$ cat src/rtl/bc_orbit_counter.sv
// Bunch/orbit counter with BC0 lock, miss supervision and trigger timestamps.
//
// state       | meaning
// ------------+-------------------------------------------------------------
// ST_UNLOCKED | BC free-runs; the first BC0_IN resyncs BC and clears ORBIT
// ST_LOCKED   | BC0_IN expected at BC==E; misalignment flagged, misses counted
module bc_orbit_counter #(
    parameter int BC_WIDTH    = 12,
    parameter int BC_MAX      = 3563,
    parameter int BC_OFFSET   = 0,
    parameter int ORBIT_WIDTH = 32,
    parameter int MISS_LIMIT  = 3
) (
    input  logic                   CLK,
    input  logic                   RST,
    input  logic                   EN,
    input  logic                   BC0_IN,
    input  logic                   TRIG,
    output logic [BC_WIDTH-1:0]    BC,
    output logic [ORBIT_WIDTH-1:0] ORBIT,
    output logic                   BC0,
    output logic                   LOCKED,
    output logic                   SYNC_ERR,
    output logic [7:0]             ERR_CNT,
    output logic                   TS_VALID,
    output logic [BC_WIDTH-1:0]    TS_BC,
    output logic [ORBIT_WIDTH-1:0] TS_ORBIT
);

    localparam int MISS_W = $clog2(MISS_LIMIT + 1);

    localparam logic [BC_WIDTH-1:0] BC_LAST = BC_WIDTH'(BC_MAX);
    localparam logic [BC_WIDTH-1:0] BC_LOAD = BC_WIDTH'(BC_OFFSET);
    // Aligned BC0_IN arrives one bunch before the load value.
    localparam logic [BC_WIDTH-1:0] BC_EXP  = (BC_OFFSET == 0) ? BC_WIDTH'(BC_MAX)
                                                               : BC_WIDTH'(BC_OFFSET - 1);
    localparam logic [MISS_W-1:0]   MISS_LAST = MISS_W'(MISS_LIMIT - 1);

    typedef enum logic {
        ST_UNLOCKED = 1'b0,
        ST_LOCKED   = 1'b1
    } state_t;

    state_t            state;
    logic [MISS_W-1:0] miss_cnt;

    // Counters, lock state machine, error supervision and timestamp capture.
    always_ff @(posedge CLK or posedge RST) begin
        if (RST) begin
            state    <= ST_UNLOCKED;
            miss_cnt <= '0;
            BC       <= '0;
            ORBIT    <= '0;
            SYNC_ERR <= 1'b0;
            ERR_CNT  <= '0;
            TS_VALID <= 1'b0;
            TS_BC    <= '0;
            TS_ORBIT <= '0;
        end else begin
            SYNC_ERR <= 1'b0;
            TS_VALID <= TRIG;
            if (TRIG) begin
                TS_BC    <= BC;
                TS_ORBIT <= ORBIT;
            end

            if (EN) begin
                if (BC == BC_LAST) begin
                    BC    <= '0;
                    ORBIT <= ORBIT + ORBIT_WIDTH'(1);
                end else begin
                    BC <= BC + BC_WIDTH'(1);
                end

                case (state)
                    ST_UNLOCKED: begin
                        if (BC0_IN) begin
                            BC       <= BC_LOAD;
                            ORBIT    <= '0;
                            miss_cnt <= '0;
                            state    <= ST_LOCKED;
                        end
                    end
                    ST_LOCKED: begin
                        if (BC0_IN) begin
                            BC       <= BC_LOAD;
                            miss_cnt <= '0;
                            if (BC != BC_EXP) begin
                                SYNC_ERR <= 1'b1;
                                if (ERR_CNT != 8'hFF)
                                    ERR_CNT <= ERR_CNT + 8'd1;
                            end
                        end else if (BC == BC_EXP) begin
                            if (miss_cnt == MISS_LAST) begin
                                miss_cnt <= '0;
                                state    <= ST_UNLOCKED;
                            end else begin
                                miss_cnt <= miss_cnt + MISS_W'(1);
                            end
                        end
                    end
                    default: state <= ST_UNLOCKED;
                endcase
            end
        end
    end

    assign LOCKED = (state == ST_LOCKED);
    assign BC0    = LOCKED && (BC == '0);

endmodule

$ cat config.mk
export PLATFORM = sky130hd
export DESIGN_NAME = bc_orbit_counter
export DESIGN_NICKNAME = d
export VERILOG_FILES = /design/src/rtl/bc_orbit_counter.sv
export SDC_FILE = /design/constraint.sdc
export NUM_CORES = 1
export LEC_CHECK = 0
export CORE_AREA = 3 3 100 102
export DETAILED_ROUTE_END_ITERATION = 8
export DIE_AREA = 0 0 103 105
export PLACE_DENSITY = 0.78
export SYNTH_ARGS = -nofsm -noshare
export SYNTH_HDL_FRONTEND = slang
export SYNTH_SLANG_ARGS = --single-unit
$ cat constraint.sdc
create_clock -name CLK -period 4.3 [get_ports CLK]
set_input_delay 0.645 -clock CLK [delete_from_list [all_inputs] [get_ports CLK]]
set_output_delay 0.645 -clock CLK [all_outputs]
set_load 0.03 [all_outputs]
==> out/results.tsv, run 1 <==
metric	value	unit
ir_worst_vdd	317	µV
clock_sinks	101	
die_area	10800	µm²
post_cts_buffers	0	
fin_nets	511	
grt_max_degree	89	
dpl.hpwl	7070	µm
crit_required	3.65	ns
cts_made_buffers	9	
setup_viol	0	
ys.flop_type	dfrtp_1	
synth_area_leaders	dfrtp_1 (56%), mux2_2 (11%), xor2_1 (4.8%), nand3_1 (3.8%), nor2_1 (3.5%)	
grt.total_usage	19.9	%
insertion_delay	0.37	ns
fin_util	63.5	%
async_reset_ff_share	100	%
firstDrtPassIters	5	
max_stage_delay	0.68	ns
grt_pass1_vias	3423	
power_density	326	nW/µm²
crit_chain	or3_4 > nor4_1 > and4_1 > clkdlybuf4s50_1	
start_util	49.3	%
drt_iter0_drc	163	
clkTransAtPathRegs	0.09	ns
slew_viol_final	0	
cts_tree	yes	
viasPerCell	5.56	
ys_seq_area_share	55.8	%
setup_ws	1.26	ns
antenna_left	0	
relSlewSlack	30.4	%
cts.htree.levels	3	
routed_wl	10200	µm
fin_skew	0.0101	ns
cap_viol_max_count	0	
synth_fp_nets	409	
gp_congestion	0.848	
synth_area	4530	µm²
syn_inst	400	
drive_gt1_share	14.6	%
rsz0062_at_grt	false	
crit_slowest_cell	clkdlybuf4s50_1	
grt_overflow	0	
cpLargestDelayFamily	simple AND/OR/NAND/NOR gates	
hold_viol	0	
fin_crit_sh	70.7	%
nFillCells	734	
start_kind	flop	
cts_hold_buf	0	
min_path_type	flop to flop	
clk_path_buf_depth	2	
antenna_found_initial	0	
crit_fanout	8	
synth_area_per_cell	11.3	µm²
vias	3435	
drc_errors	0	
cts_root_buffer	clkbuf_8	
placementRows	35	
grt_pass1_wl	17300	µm
antennaDiodeCount	0	
synth_top_area_cell	dfrtp_1	
place_ws	1.44	ns
area_delta_synth_final	28.9	%
crit_path_end_kind	output pin	
ys_types	38	
cts_resized	0	
io_pins	105	
synth_edf_count	0	
cp_num_buf_inv	1	
die_height	105	µm
tightestPinTransition	1.04	ns
path_class	flop to output pin	
power.leakage	2.59	nW
synth_top_area_share	55.8	%
ys_ff_latch	101	
die_w	103	µm
finalCriticalPeriod	3.04	ns
wl_per_cell	16.5	µm
port_buffers	104	
arrival	2.40	ns
fin_setup_tns	0	ns
ys_warn_count	0	
coreArea	9200	µm²
max_freq	0.329	GHz
status	finished clean	
sequential cells by signal, summed over array words and instances (netlist names):
signal and cells:
BC 12, miss_cnt 2, SYNC_ERR 1, ERR_CNT 8, LOCKED 1, ORBIT 32, TS_BC 12, TS_ORBIT 32
TS_VALID 1
power by group:
| part | switching (mW) | leakage (nW) | total (mW) | internal (mW) |
|---|---|---|---|---|
| logic | 0.186 | 1.12 | 0.322 | 0.135 |
| registers | 0.0533 | 1.38 | 1.05 | 0.994 |
| clock network | 0.327 | 0.0824 | 0.537 | 0.210 |
| total | 0.567 | 2.59 | 1.91 | 1.34 |
path summary, 6_finish.rpt:
kind / start / end / slack (ns) / cells past startpoint
max: BC[2] / BC0 / 1.26 / 4
min: ERR_CNT[7] / ERR_CNT[7] / 0.51 / 1
max reg2reg: BC[0] / ORBIT[27] / 1.53 / 7
min reg2reg: ERR_CNT[7] / ERR_CNT[7] / 0.51 / 1
max in group asynchronous: RST / TS_ORBIT[9] / 2.62 / 3
min in group asynchronous: RST / BC[8] / 0.89 / 2
logic make-up (layout without fill, tap and decap cells):
group | Yosys count | after routing | share of synthesized area (%)
simple gates | 168 | 168 | 19.9
flops | 101 | 101 | 55.8
mux | 48 | 48 | 11.9
xor+xnor | 36 | 36 | 6.96
buf+inv | 25 | 132 | 2.13
compound gates | 18 | 18 | 2.24
fa+ha+maj | 4 | 4 | 1.10
metrics by stage:
step | instances | total power, mW | hold slack (ns) | cell area [µm²]
floorplan | 400 | 1.25 | 0.478 | 4530
detailed placement | 602 | 1.39 | 0.491 | 5670
finish | 618 | 1.91 | 0.508 | 5840
CTS | 618 | 1.92 | 0.508 | 5840
global route | 618 | 2.00 | 0.530 | 5840
global placement | 602 | 1.38 | 0.489 | 5670
routing by layer:
metal | share of wire (%) | global-route usage (%) | vias up
met2 | 49 | 31.1 | 97
met5 | 0 | 0 | -
met3 | 5.5 | 5.47 | 9
met4 | 0.91 | 4.63 | 0
li1 | - | - | 1609
met1 | 45 | 27.4 | 1720
placed cells by master (no fill, tap or decap), types with 3 or more instances in the layout:
cell type	count
clkdlybuf4s50_1	103
dfrtp_1	101
mux2_2	46
nor2_1	41
nand3_1	34
nand2_1	26
xor2_1	25
nand4_1	18
xnor2_1	11
clkbuf_8	9
nor4_1	8
and3_1	7
inv_1	7
o21ai_0	7
a21oi_1	6
nor3_1	5
or3_1	5
ha_1	4
buf_4	4
and4_1	3
nand2b_1	3
nand3b_1	3
clkinv_2	3
cells in the mapped netlist, types with 2 or more instances:
cell type and n:
and4_1 3, xnor2_1 11, and3_1 7, mux2_2 46, or3_1 5, inv_1 8, a21oi_1 6, nand4_1 18
nand2b_1 3, nor3_1 5, nand2_1 26, ha_1 4, o22ai_1 2, or4_1 2, clkbuf_1 11, and2_1 2
nand3_1 34, nor2_1 42, buf_2 2, buf_1 4, nor4_4 2, nand3b_1 3, mux2i_1 2, dfrtp_1 101
nor4_1 8, o21ai_0 7, xor2_1 25
layout make-up:
class                      count  area, µm²  area share (%)
sequential                   101       2530            43.3
tap                          111        139            2.38
clock buffer                  10        128            2.19
timing repair buffer         108       1070            18.3
inverter                       8       32.5           0.557
multi-input combinational    274       1910            32.7
clock inverter                 6       38.8           0.664
worst reg2reg max path: cells and delay by family (launching register included):
kind | cells | cell delay (ns)
buffers and inverters | 1 | 0.32
flip-flops | 1 | 0.48
AND/OR/NAND/NOR | 4 | 1.47
AO/OA/AOI/OAI | 1 | 0.14
adder cells (fa/ha/maj) | 1 | 0.29
(Power assumes the default switching activity.)
==> run 2, diff against run 1 <==
==> config.mk (replaced) <==
export PLATFORM = sky130hd
export DESIGN_NAME = bc_orbit_counter
export DESIGN_NICKNAME = d
export VERILOG_FILES = /design/src/rtl/bc_orbit_counter.sv
export SDC_FILE = /design/constraint.sdc
export NUM_CORES = 1
export LEC_CHECK = 0
export CORE_AREA = 3 3 105 107
export DETAILED_ROUTE_END_ITERATION = 8
export DIE_AREA = 0 0 108 110
export PLACE_DENSITY = 0.74
export SYNTH_ARGS = -nofsm -noshare
export SYNTH_HDL_FRONTEND = slang
export SYNTH_SLANG_ARGS = --single-unit
==> constraint.sdc (replaced) <==
create_clock -name CLK -period 2.58 [get_ports CLK]
set_input_delay 0.387 -clock CLK [delete_from_list [all_inputs] [get_ports CLK]]
set_output_delay 0.387 -clock CLK [all_outputs]
set_load 0.03 [all_outputs]
==> run 2 against run 1 <==
Register-to-register slack got worse by 1.3 ns. Critical path depth did not move. Clock power rose by 79%. Sequential power rose by 66%. Utilization fell by 5.1 points. Die area rose by 9.8%. Cell area rose by 2.3%. Worst hold slack improved by 0.0033 ns. Wire length fell by 2.5%. Worst setup slack got worse by 1.1 ns. Clock-buffer cell count did not move. Critical endpoint unchanged. Largest cell class unchanged. Largest power group unchanged.
==> out/results.tsv, run 2 (same netlist as run 1, synthesis figures left out) <==
metric	value	unit	change
p_int	2.28	mW	was 1.34 mW
fin_crit_sh	93.4	%	
fin_nets	520		was 511
antenna_left	0		unchanged
path_class	flop to output pin		unchanged
worst-r2r-setup-slack	0.24	ns	was 1.53 ns
pwr-share-seq	53.7	%	was 54.9%
final_common_cell	clkdlybuf4s50_1		unchanged
port_buffers	104		unchanged
insertion_delay	0.36	ns	was 0.37 ns
relSlewSlack	61.3	%	was 30.4%
largestRegisters	ORBIT: 32 flops, TS_ORBIT: 32 flops		unchanged
fin_area	5980	µm²	was 5840 µm²
crit_fanout	7		was 8
fin_util	58.4	%	was 63.5%
min_path_cells	1		unchanged
wl_met3	451	µm	was 565 µm
clk_path_buf_depth	2		unchanged
routed_wl	9960	µm	was 10200 µm
ir_worst_vdd	537	µV	was 317 µV
die_w	108	µm	was 103 µm
arrival	2.02	ns	was 2.40 ns
grt_pass1_vias	3477		was 3423
drive_gt1_share	16.3	%	was 14.6%
coreArea	10200	µm²	was 9200 µm²
cts_made_buffers	9		unchanged
grt_overflow	0		unchanged
whs	0.512	ns	was 0.508 ns
drc_errors	0		unchanged
setup_ws	0.169	ns	was 1.26 ns
placementRows	37		was 35
grt_max_degree	102		was 89
stdcell_count	652		was 618
swShare	29.8	%	was 29.7%
die_area	11900	µm²	was 10800 µm²
place_ws	0.232	ns	was 1.44 ns
die_height	110	µm	was 105 µm
start_util	44.3	%	was 49.3%
viasPerCell	5.23		was 5.56
grt.total_usage	17.6	%	was 19.9%
r2r-start	BC[0]		unchanged
fin_skew	0.0158	ns	was 0.0101 ns
startpoint	BC[4]		was BC[2]
cts_root_buffer	clkbuf_8		unchanged
vias	3411		was 3435
cts_hold_buf	0		unchanged
crit_path_end_kind	output pin		unchanged
clock_power_share	29.7	%	was 28.2%
p_switching	0.966	mW	was 0.567 mW
rsz0062_at_grt	false		unchanged
clkTransAtPathRegs	0.11	ns	was 0.09 ns
hold_viol	0		unchanged
regArea	2530	µm²	unchanged
crit_required	2.19	ns	was 3.65 ns
cts_tree	yes		unchanged
crit_end	BC0		unchanged
top_layer	met4		unchanged
multi_input_area	1910	µm²	unchanged
r2r-end	ORBIT[31]		was ORBIT[27]
start_kind	flop		unchanged
p_total	3.24	mW	was 1.91 mW
area_delta_synth_final	31.9	%	was 28.9%
max_freq	0.415	GHz	
clock_sinks	101		unchanged
cap_viol_max_count	0		unchanged
met1_length	4440	µm	was 4570 µm
tightestPinTransition	0.580	ns	was 1.04 ns
setup_viol	0		unchanged
dpl.cell_count	636		was 602
status	finished clean		unchanged
nFillCells	887		was 734
comb_power_share	16.6	%	was 16.9%
gp_congestion	0.808		was 0.848
antenna_found_initial	0		unchanged
dpl.hpwl	6950	µm	was 7070 µm
dpl-instance-area	5790	µm²	was 5670 µm²
io_pins	105		unchanged
power.leakage	2.65	nW	was 2.59 nW
worst-r2r-cell-count	7		unchanged
met2WireLength	4980	µm	about the same
final_cell_mix	clkdlybuf4s50_1 (102), dfrtp_1 (101), mux2_2 (46)		was clkdlybuf4s50_1 (103), dfrtp_1 (101), mux2_2 (46)
slew_viol_final	0		unchanged
firstDrtPassIters	4		was 5
power_density	542	nW/µm²	was 326 nW/µm²
wl_per_cell	15.3	µm	was 16.5 µm
antennaDiodeCount	0		unchanged
min_path_type	flop to flop		unchanged
drt_iter0_drc	141		was 163
cts.htree.levels	3		unchanged
grt_pass1_wl	16800	µm	was 17300 µm
fin_setup_tns	0	ns	unchanged
finalCriticalPeriod	2.41	ns	
[run 2: how the worst min path moves through the flow]
stage            startpoint           end  slack [ns]
2_1_floorplan          TRIG      TS_VALID        0.42
3_3_place_gp     ERR_CNT[7]    ERR_CNT[7]        0.49
3_5_place_dp     ERR_CNT[7]    ERR_CNT[7]        0.49
4_1_cts        TS_ORBIT[21]  TS_ORBIT[21]        0.52
5_1_grt        TS_ORBIT[21]  TS_ORBIT[21]        0.52
6_report       TS_ORBIT[21]  TS_ORBIT[21]        0.51
[run 2: power groups by stage]
stage                     sequential [mW]  clock [mW]  combinational [mW]
after detailed placement             1.77           0               0.548
after global routing                 1.76        1.06               0.579
after CTS                            1.74       0.989               0.546
final                                1.74       0.963               0.537
after global placement               1.77           0               0.537
after floorplan                      1.91           0               0.181
[run 2: final cells by class]
class                           instances  area share, %
Sequential cell                       101           42.3
Multi-Input combinational cell        274           32.0
Timing Repair Buffer                  117           19.2
Tap cell                              136           2.85
Clock buffer                           10           2.30
Clock inverter                          6          0.879
Inverter                                8          0.565
[run 2: timing repair]
item	4_1_cts	5_1_grt
buffers inserted	0	0
hold endpoints to repair	0	0
endpoints found under the setup margin	1	0
resized for setup	1	0
[run 2: routing by layer]
metal / vias up / global-route usage, %
met5: - / 0
met4: 0 / 5.05
met3: 6 / 3.84
met2: 83 / 29.9
met1: 1697 / 22.7
li1: 1625 / -
[run 2: critical path, cell delays in order, from the launching register on]
cell           delay, ns
dfrtp_1             0.45
or3_4               0.43
nor4_1              0.17
and4_1              0.20
dlygate4sd2_1       0.40
==> run 3, diff against run 2 <==
--- a/config.mk
+++ b/config.mk
@@ -8,6 +8,7 @@
 export CORE_AREA = 3 3 105 107
 export DETAILED_ROUTE_END_ITERATION = 8
 export DIE_AREA = 0 0 108 110
+export GPL_ROUTABILITY_DRIVEN = 0
 export PLACE_DENSITY = 0.74
 export SYNTH_ARGS = -nofsm -noshare
 export SYNTH_HDL_FRONTEND = slang
==> results of run 3 <==
Final layout, timing and power as in run 2 (identical DEF).
